==> src/rtl/vending_pkg.sv <==
// Shared definitions for the vending datapath: FSM states and register widths.
package vending_pkg;

    typedef enum logic [1:0] {
        IDLE     = 2'd0,
        DISPENSE = 2'd1,
        CHANGE   = 2'd2
    } state_t;

    localparam int STOCK_W    = 4;
    localparam int CREDIT_W   = 4;
    localparam int MAX_CREDIT = 15;

endpackage

==> src/rtl/customer_dispense.sv <==
// Customer purchase path: accumulates coin credit, dispenses items one per cycle,
// decrements the shared stock count and returns change or a refund.
module customer_dispense
    import vending_pkg::*;
#(
    parameter int PRICE = 3
) (
    input  logic                clk,
    input  logic                rst,
    input  logic                load,
    input  logic [STOCK_W-1:0]  supply_in,
    input  logic                coin,
    input  logic [CREDIT_W-1:0] coin_value,
    input  logic                req,
    input  logic [3:0]          qty,
    input  logic                cancel,
    output logic                dispense,
    output logic                change_valid,
    output logic [CREDIT_W-1:0] change,
    output logic                err,
    output logic                busy,
    output logic                redLight,
    output logic [STOCK_W-1:0]  supply_out
);

    localparam logic [CREDIT_W-1:0] PRICE_C = CREDIT_W'(PRICE);
    localparam logic [CREDIT_W:0]   MAX_SUM = (CREDIT_W+1)'(MAX_CREDIT);

    state_t                state_q, state_d;
    logic [STOCK_W-1:0]    stock_q, stock_d;
    logic [CREDIT_W-1:0]   credit_q, credit_d;
    logic [3:0]            remain_q, remain_d;
    logic [CREDIT_W-1:0]   change_q, change_d;
    logic                  err_d;
    logic                  err_q, dispense_q, change_valid_q, busy_q;

    logic [CREDIT_W:0]     coin_sum;
    logic [7:0]            cost;

    assign coin_sum = {1'b0, credit_q} + {1'b0, coin_value};
    assign cost     = 8'(qty) * 8'(PRICE);

    always_comb begin
        state_d  = state_q;
        stock_d  = stock_q;
        credit_d = credit_q;
        remain_d = remain_q;
        change_d = change_q;
        err_d    = 1'b0;

        unique case (state_q)
            IDLE: begin
                if (load) begin
                    stock_d = supply_in;
                end
                if (coin) begin
                    if (coin_sum <= MAX_SUM) begin
                        credit_d = coin_sum[CREDIT_W-1:0];
                    end else begin
                        err_d = 1'b1;
                    end
                end
                // Affordability uses the pre-coin credit; a concurrent coin still lands.
                if (cancel) begin
                    if (credit_q != '0) begin
                        state_d = CHANGE;
                    end
                end else if (req && !load) begin
                    if (qty == 4'd0 || qty > stock_q || cost > 8'(credit_q)) begin
                        err_d = 1'b1;
                    end else begin
                        remain_d = qty;
                        state_d  = DISPENSE;
                    end
                end
            end
            DISPENSE: begin
                stock_d  = stock_q - 1'b1;
                credit_d = credit_q - PRICE_C;
                remain_d = remain_q - 1'b1;
                if (remain_q == 4'd1) begin
                    state_d = CHANGE;
                end
            end
            CHANGE: begin
                credit_d = '0;
                state_d  = IDLE;
            end
            default: begin
                state_d = IDLE;
            end
        endcase

        // Latch the amount returned on entry to CHANGE so it is valid in the CHANGE cycle.
        if (state_d == CHANGE && state_q != CHANGE) begin
            change_d = credit_d;
        end
    end

    always_ff @(posedge clk) begin
        if (rst) begin
            state_q        <= IDLE;
            stock_q        <= '0;
            credit_q       <= '0;
            remain_q       <= '0;
            change_q       <= '0;
            err_q          <= 1'b0;
            dispense_q     <= 1'b0;
            change_valid_q <= 1'b0;
            busy_q         <= 1'b0;
        end else begin
            state_q        <= state_d;
            stock_q        <= stock_d;
            credit_q       <= credit_d;
            remain_q       <= remain_d;
            change_q       <= change_d;
            err_q          <= err_d;
            dispense_q     <= (state_d == DISPENSE);
            change_valid_q <= (state_d == CHANGE);
            busy_q         <= (state_d != IDLE);
        end
    end

    assign dispense     = dispense_q;
    assign change_valid = change_valid_q;
    assign change       = change_q;
    assign err          = err_q;
    assign busy         = busy_q;
    assign supply_out   = stock_q;
    assign redLight     = (stock_q == '0);

endmodule

==> config.mk <==
export PLATFORM = sky130hd
export DESIGN_NAME = customer_dispense
export DESIGN_NICKNAME = d
export VERILOG_FILES = /design/src/rtl/vending_pkg.sv /design/src/rtl/customer_dispense.sv
export SDC_FILE = /design/constraint.sdc
export NUM_CORES = 1
export LEC_CHECK = 0
export CORE_MARGIN = 3
export CORE_UTILIZATION = 47
export DETAILED_ROUTE_END_ITERATION = 8
export PLACE_DENSITY = 0.7
export SYNTH_ARGS = -nofsm -noshare
export SYNTH_HDL_FRONTEND = slang
export SYNTH_SLANG_ARGS = --single-unit
==> constraint.sdc <==
create_clock -name clk -period 4.4 [get_ports clk]
set_clock_uncertainty 0.1 [all_clocks]
set_input_delay 0.88 -clock clk [delete_from_list [all_inputs] [get_ports clk]]
set_output_delay 0.88 -clock clk [all_outputs]
set_load 0.05 [all_outputs]
## After elaboration in Yosys (flattened, before gate mapping)

Cells that the tools add are included.

- Logic and storage cells: 62
- Memories: 0
- Register bits: 22
- Memory bits (read-only): 0
- Memory bits (writable): 0
- Bits of input ports: 18
- Output and inout bits: 13
- Bits in latches: 0

- Multipliers: 1
- Shift-type cells: 0
- Order comparisons: 3
- Reductions and logical operators: 14
- Bitwise gates (word level): 1
- Add/subtract/negate cells: 4
- Muxes and demuxes: 20
- Divide/modulo/power cells: 0
- Equality and inequality tests: 10

Operators with widths:

| operator | number |
|---|---|
| 4-bit 2-to-1 mux | 6 |
| 4-bit one-hot mux with 2 select lines | 2 |
| 4-bit one-hot mux with 3 select lines | 1 |
| 2-bit 2-to-1 mux | 5 |
| 2-bit != test, second input constant | 5 |
| 4-bit zero test | 2 |
| 4-bit by 1-bit subtractor with 4-bit output, second input constant | 2 |
| 6-bit by 4-bit > comparator with 1-bit output | 1 |
| 4-bit by 2-bit multiplier with 6-bit output, second input constant | 1 |
| 4-bit by 4-bit adder with 5-bit output | 1 |
| 5-bit by 4-bit less-or-equal comparator with 1-bit output, second input constant | 1 |
| 1-bit 2-to-1 mux | 5 |
| 2-bit by 1-bit == test with 1-bit output, second input constant | 2 |
| 2-bit == test, second input constant | 2 |
| 4-bit by 1-bit == test with 1-bit output, second input constant | 1 |
| 4-bit > comparator | 1 |
| 2-bit one-hot mux with 2 select lines | 1 |
| 4-bit AND reduction | 1 |
| 2-bit nonzero test | 2 |
| 4-bit nonzero test | 1 |
| 4-bit by 2-bit subtractor with 4-bit output, second input constant | 1 |
| 1-bit logical AND | 2 |
| 2-bit zero test | 1 |
| 1-bit logical OR | 2 |
| other kinds (4) | 4 |

## Longest topological paths before layout

Gate-level depths: netlist (run 1).

- Word-level depth: 9
- Mapped depth: 10

## Worst setup path before layout (run 1)

No wires, ideal clock.

- Path type: input to register
- Start point: input port qty[0]
- End point: register remain_q[2]
- Arrival time: 3201 ps
- Data required time: 4194 ps
- Setup slack: 993 ps
- Stages: 10
- Cell sequence: ha_1 -> fa_1 -> xor2_1 -> ha_1 -> and2_1 -> o21ai_0 -> a32oi_1 -> or4_1 -> or3_1 -> o311ai_0

- Word-level cells in the longest chain between the ends: 5

RTL lines:

| what | RTL line | RTL |
|---|---|---|
| start, declared | customer_dispense.sv:15 | `input logic [3:0] qty,` |
| 4-bit by 2-bit multiplier with 6-bit output (tied with other cells) | customer_dispense.sv:41 | `assign cost = 8'(qty) * 8'(PRICE);` |
| 6-bit by 4-bit > comparator with 1-bit output or 1-bit logical OR (tied branches) | customer_dispense.sv:69 | `if (qty == 4'd0 \|\| qty > stock_q \|\| cost > 8'(credit_q)) begin` |
| 1-bit logical OR * | customer_dispense.sv:69 |  |
| 2-bit != test (no line) * | - |  |
| 4-bit AND reduction (no line) * | - |  |
| end signal, assigned | customer_dispense.sv:115 | `remain_q <= remain_d;` |
| end, declared | customer_dispense.sv:32 | `logic [3:0] remain_q, remain_d;` |

Every way passes the cells marked *; elsewhere a longest branch is shown, timed or not.
A chain may end at the register's enable or synchronous reset.

## Worst setup path after layout (run 1)

Same ends and word-level chain as after synthesis.

==> results_dict.tcl, run 1 <==
set metrics [dict create \
    synth_top_cell_area_share_pct 26.0 \
    detail_route.iter0.violations 70 \
    post_syn_instances 203 \
    synth_enable_flop_cells 0 \
    antenna_found_initial 0 \
    chipHeight_um 66.1 \
    drt_first_pass_iters 4 \
    whs_ns 0.405 \
    antennaDiodeCount 0 \
    die_width_um 66.1 \
    final_min_period_over_clock_period_pct 85.6 \
    clk_pin_slew_ns 0.14 \
    sequential_share_of_power_pct 34.6 \
    achievable_freq_mhz 266 \
    switch_share_pct 39.1 \
    cp_num_buf_inv 1 \
    setup_slack_ns 0.634 \
    globalRouteOverflowTotal 0 \
    cts_made_buffers 3 \
    via_count 1590 \
    ff2ff_path_depth 7 \
    slowest_delay_ns 0.57 \
    report.final.setup_viol 0 \
    worstPathCellList "clkdlybuf4s50_1 > ha_1 > fa_1 > xor2_1 > ha_1 > and2_1 > o21ai_0 > a32oi_1 > or4_1 > or3_1 > o311ai_0" \
    critical-path-top-cell-by-count "sky130_fd_sc_hd__ha_1" \
    gr-usage-all-layers_pct 20.1 \
    max_cap_violations 0 \
    floorplan.rows 21 \
    yosysTopAreaCell "sky130_fd_sc_hd__dfxtp_1" \
    hp-class "reg -> reg" \
    initial_utilization_pct 49.6 \
    routabilityCongestion 0.868 \
    timing.hold.worst.start "change[1]" \
    via_count_of_the_first_global_routing_pass 1519 \
    layout-drive-gt1-share_pct 4.76 \
    rrSetupSlack_ns 1.78 \
    grt_start_max_net_pins 23 \
    synthTopCellsByArea "sky130_fd_sc_hd__dfxtp_1, sky130_fd_sc_hd__ha_1, sky130_fd_sc_hd__nor2_1" \
    power.clock.fraction_pct 22.0 \
    ctsResizeCount 0 \
    critical-path-slowest-cell "sky130_fd_sc_hd__or4_1" \
    clock_sink_total 22 \
    switching_power_mw 0.286 \
    placement.setup.worst_slack_ns 0.311 \
    worstPathRequired_ns 4.53 \
    synth_area_per_cell_um2 8.35 \
    route.detailed.vias_per_inst 5.74 \
    async_flop_share_pct 0 \
    cts-htree-levels 1 \
    period_needed_ns 3.77 \
    tritoncts "built" \
    hold_depth 2 \
    p_int_mw 0.446 \
    synth-seq-cells 22 \
    synthesis.nets 246 \
    postCtsSetupBuffers 0 \
    die_area_mm2 0.00436 \
    detail_route.wl_per_cell_um 14.7 \
    timing.final.max_slew_violations 0 \
    holdBufCountCts 0 \
    final_nets 275 \
    first_pass_grt_wire_length_mm 6.85 \
    r2r_end "change[0]" \
    status "complete, no violations" \
    drt.antenna.violating_nets 0 \
    clock_latency_on_the_worst_skew_pair_ns 0.32 \
    critPathLaunchType "primary input" \
    timing_worst_slew_pin_value_ns 0.790 \
    fp.coreArea_mm2 0.00342 \
    timing.rr.start "credit_q[0]" \
    worst_slew_margin_rel_pct 47.2 \
    crit_family "simple AND/OR/NAND/NOR gates" \
    mostFrequentLayoutCells "sky130_fd_sc_hd__clkdlybuf4s50_1, sky130_fd_sc_hd__nor2_1, sky130_fd_sc_hd__ha_1" \
    hpwlAfterDp_mm 3.18 \
    yosysSeqAreaShare_pct 26.0 \
    unrepaired_setup_endpoints_after_global_routing "false" \
    vdd_drop_max_mv 0.191 \
    cts_max_path_buffers 2 \
    area_growth_from_synthesis_to_layout_pct 20.7 \
    wirelength_mm 4.07 \
    synth_flop_cell "sky130_fd_sc_hd__dfxtp_1" \
    category_of_the_critical_setup_timing_path "in -> reg" \
    power.leakage_nw 0.830 \
    totalNegativeSetupSlack_ns 0 \
    worst_ep_arrival_time_ns 3.89 \
    power_frac_comb_pct 43.4 \
    layout.cells.most_common "sky130_fd_sc_hd__clkdlybuf4s50_1" \
    buffer_ports.inserted 30 \
    end_kind "register" \
    whs_endpoint "change[1]" \
    yosysUniqueCellTypes 45 \
    hold_viol_final 0 \
    synthesis.area_mm2 0.00170 \
    clk_root_buffer_cell "sky130_fd_sc_hd__clkbuf_4" \
    highest_net_fanout_along_the_worst_path 5 \
    drc 0 \
    power.density_cell_area_mw_per_mm2 357 \
    yosysWarnings 0 \
    io_pins 31 \
]
power by group through the flow:
stage | logic, mW | clock network, mW | registers, mW
after floorplan | 0.182 | 0 | 0.298
after global placement | 0.307 | 0 | 0.256
after detailed placement | 0.316 | 0 | 0.257
after CTS | 0.318 | 0.164 | 0.253
after global routing | 0.349 | 0.172 | 0.258
final | 0.317 | 0.161 | 0.253
area by class of cell:
type,instances,area (µm²)
fillers,331,1370
multi-input cells,156,1120
flip-flops and latches,22,440
repair buffers,31,308
inverters,18,67.6
well taps,46,57.6
clock inverters,1,30.0
clock buffers,3,22.5
flip-flops by register name (all words and copies together), names as in the netlist:
signal	cells
dispense	1
supply_out	4
busy	1
change	4
remain_q	4
credit_q	4
err	1
change_valid	1
state_q	2
cell usage after synthesis (all sizes together), types with 4 or more instances:
cell and instances:
buf 5, nor2 24, xnor2 5, a21oi 14
nand3 5, nor2b 5, inv 18, nor3 4
nand2 9, ha 23, o211ai 4, dfxtp 22
a211oi 8, o21ai 10
worst max-delay path by stage:
stage,start,endpoint,slack [ns],depth (start not counted)
floorplan,qty[0],remain_q[2],0.99,10
global placement,qty[0],remain_q[2],0.40,11
detailed placement,qty[0],remain_q[2],0.31,11
CTS,qty[0],remain_q[2],0.66,11
global route,qty[0],remain_q[2],0.51,11
finish,qty[0],remain_q[2],0.63,11
worst min-delay path, cell delays in order, from the launching register on:
cell and delay (ns):
sky130_fd_sc_hd__dfxtp_1 0.33, sky130_fd_sc_hd__nor2_1 0.09, sky130_fd_sc_hd__a211oi_1 0.05
routing by layer:
| layer | wire length, µm | vias to the layer above | share of wire (%) | global-route usage, % |
|---|---|---|---|---|
| met1 | 1770 | 730 | 44 | 25.5 |
| met5 | 0 | - | 0 | 0 |
| met4 | 93 | 0 | 2.3 | 7.87 |
| met2 | 1970 | 56 | 49 | 34.3 |
| li1 | - | 793 | - | - |
| met3 | 225 | 11 | 5.5 | 2.72 |
kinds of logic (layout without fill, tap and decap cells):
family | Yosys count | count (layout) | share of synthesized area [%]
AND/OR/NAND/NOR | 64 | 64 | 18.9
adder cells (fa/ha/maj) | 25 | 25 | 19.3
multiplexers | 1 | 1 | 0.664
XOR/XNOR | 7 | 7 | 3.62
flip-flops | 22 | 22 | 26.0
buffers and inverters | 25 | 53 | 7.90
AO/OA/AOI/OAI | 59 | 59 | 23.6
metrics by stage:
stage / cells / total power [mW] / area (µm²) / util (%)
global route: 277 / 0.779 / 2050 / 59.9
floorplan: 203 / 0.480 / 1700 / -
detailed placement: 273 / 0.573 / 1990 / 58.4
finish: 277 / 0.731 / 2050 / 59.9
global placement: 273 / 0.563 / 1990 / 58.4
CTS: 277 / 0.735 / 2050 / 59.9
(Power assumes the default switching activity.)
==> run 2, diff against run 1 <==
- CAP_MARGIN: unset -> 40
- SLEW_MARGIN: unset -> 40
==> run 2 against run 1 <==
  * Critical path depth did not move
  * Global-route usage did not move
  * Final cell count did not move
  * Via count rose by 0.25%
  * Fmax barely moved
  * Sequential power barely moved
  * Register-to-register slack improved by 0.03 ns
  * Largest cell class unchanged
  * Clock power barely moved
  * First-iteration DRC count rose by 4.3%
  * Largest power group unchanged
==> results_dict.tcl, run 2 (synthesized netlist as in run 1, its figures left out) <==
set metrics [dict create \
    status "complete, no violations" \
    hp-class "reg -> reg" \
    die_area_mm2 0.00436 \
    via_count 1594 \
    worstPathCellList "clkdlybuf4s50_1 > ha_1 > fa_1 > xor2_1 > ha_1 > and2_1 > o21ai_0 > a32oi_1 > or4_1 > or3_1 > o311ai_0" \
    cts-htree-levels 1 \
    worst_slew_margin_rel_pct 54.1 \
    slowest_delay_ns 0.57 \
    detail_route.iter0.violations 73 \
    tritoncts "built" \
    power.density_cell_area_mw_per_mm2 357 \
    layout-drive-gt1-share_pct 5.19 \
    period_needed_ns 3.77 \
    report.final.setup_viol 0 \
    timing_worst_slew_pin_value_ns 0.688 \
    die_width_um 66.1 \
    route.detailed.vias_per_inst 5.75 \
    cts_made_buffers 3 \
    clk_pin_slew_ns 0.13 \
    critPathLaunchType "primary input" \
    holdBufCountCts 0 \
    final_min_period_over_clock_period_pct 85.6 \
    totalNegativeSetupSlack_ns 0 \
    highest_net_fanout_along_the_worst_path 5 \
    antenna_found_initial 0 \
    drt.antenna.violating_nets 0 \
    multi_input_area_mm2 0.00112 \
    crit_family "simple AND/OR/NAND/NOR gates" \
    clock_latency_on_the_worst_skew_pair_ns 0.32 \
    chipHeight_um 66.1 \
    globalRouteOverflowTotal 0 \
    achievable_freq_mhz 265 \
    cts_max_path_buffers 2 \
    drt_first_pass_iters 4 \
    p_total_mw 0.729 \
    critical-path-top-cell-by-count "sky130_fd_sc_hd__ha_1" \
    timing.final.max_slew_violations 0 \
    category_of_the_critical_setup_timing_path "in -> reg" \
    layout.cells.most_common "sky130_fd_sc_hd__clkdlybuf4s50_1" \
    area.sequential_um2 440 \
    detail_route.wl_per_cell_um 14.6 \
    clk_root_buffer_cell "sky130_fd_sc_hd__clkbuf_4" \
    critical-path-slowest-cell "sky130_fd_sc_hd__or4_1" \
    mostFrequentLayoutCells "sky130_fd_sc_hd__clkdlybuf4s50_1, sky130_fd_sc_hd__nor2_1, sky130_fd_sc_hd__ha_1" \
    layout.cells.non_filler 277 \
    io_pins 31 \
    place.detailed.instances 273 \
    ctsResizeCount 0 \
    end_kind "register" \
    grt_start_max_net_pins 23 \
    whs_ns 0.405 \
    first_pass_grt_wire_length_mm 6.85 \
    max_cap_violations 0 \
    antennaDiodeCount 0 \
    power.leakage_nw 0.830 \
    gr-usage-all-layers_pct 20.1 \
    floorplan.rows 21 \
    unrepaired_setup_endpoints_after_global_routing "false" \
    drc 0 \
    vdd_drop_max_mv 0.191 \
    clock_sink_total 22 \
    initial_utilization_pct 49.6 \
    wirelength_mm 4.05 \
    n_fill_cell 332 \
    hpwlAfterDp_mm 3.18 \
    cp_num_buf_inv 1 \
    worst_ep_arrival_time_ns 3.90 \
    area_growth_from_synthesis_to_layout_pct 20.4 \
    worstPathRequired_ns 4.53 \
    final_nets 275 \
    hold_viol_final 0 \
    buffer_ports.inserted 30 \
    via_count_of_the_first_global_routing_pass 1519 \
    routabilityCongestion 0.868 \
    postCtsSetupBuffers 0 \
    fp.coreArea_mm2 0.00342 \
]
==> run 2: cell count changes in the layout (fill, tap and decap cells not counted) <==
cell,previous run,this run
sky130_fd_sc_hd__buf_2,0,1
sky130_fd_sc_hd__clkdlybuf4s50_1,30,29
==> run 2: cell type report <==
cell class | instances | area share, %
well taps | 46 | 2.82
repair buffers | 31 | 14.8
clock buffers | 3 | 1.10
inverters | 18 | 3.31
clock inverters | 1 | 1.47
flip-flops and latches | 22 | 21.6
multi-input cells | 156 | 54.9
==> run 2: routing by layer <==
metal  GRT usage (%)  vias up  wire length, µm
li1                -      794                -
met3            2.72       11              206
met1            25.5      730             1790
met4            7.87        0               93
met2            34.3       59             1960
met5               0        -                0
==> run 2: path summary, 6_finish.rpt <==
check / from / end / slack [ns] / depth (start not counted)
hold reg to reg: change[1] / change[1] / 0.40 / 2
hold / removal: change[1] / change[1] / 0.40 / 2
setup reg to reg: credit_q[1] / remain_q[2] / 1.81 / 8
setup / recovery: qty[0] / remain_q[2] / 0.63 / 11
==> run 2: where the power goes <==
| group | total, mW | switching (mW) | internal, mW |
|---|---|---|---|
| sequential | 0.253 | 0.0298 | 0.223 |
| combinational | 0.317 | 0.187 | 0.130 |
| clock | 0.160 | 0.0678 | 0.0922 |
| total | 0.729 | 0.284 | 0.445 |
==> run 2: tightest hold or removal path, delay by kind of cell (launching register included) <==
family | cells | cell delay, ns
flip-flops | 1 | 0.33
AND/OR/NAND/NOR | 1 | 0.09
AO/OA/AOI/OAI | 1 | 0.05
==> run 2: through the flow <==
| step | worst slack [ns] | area (µm²) | util (%) |
|---|---|---|---|
| after global routing | 0.514 | 2040 | 59.8 |
| final | 0.633 | 2040 | 59.8 |
| after detailed placement | 0.311 | 1990 | 58.4 |
| after CTS | 0.657 | 2050 | 59.9 |
| after floorplan | 0.993 | 1700 | - |
| after global placement | 0.403 | 1990 | 58.4 |
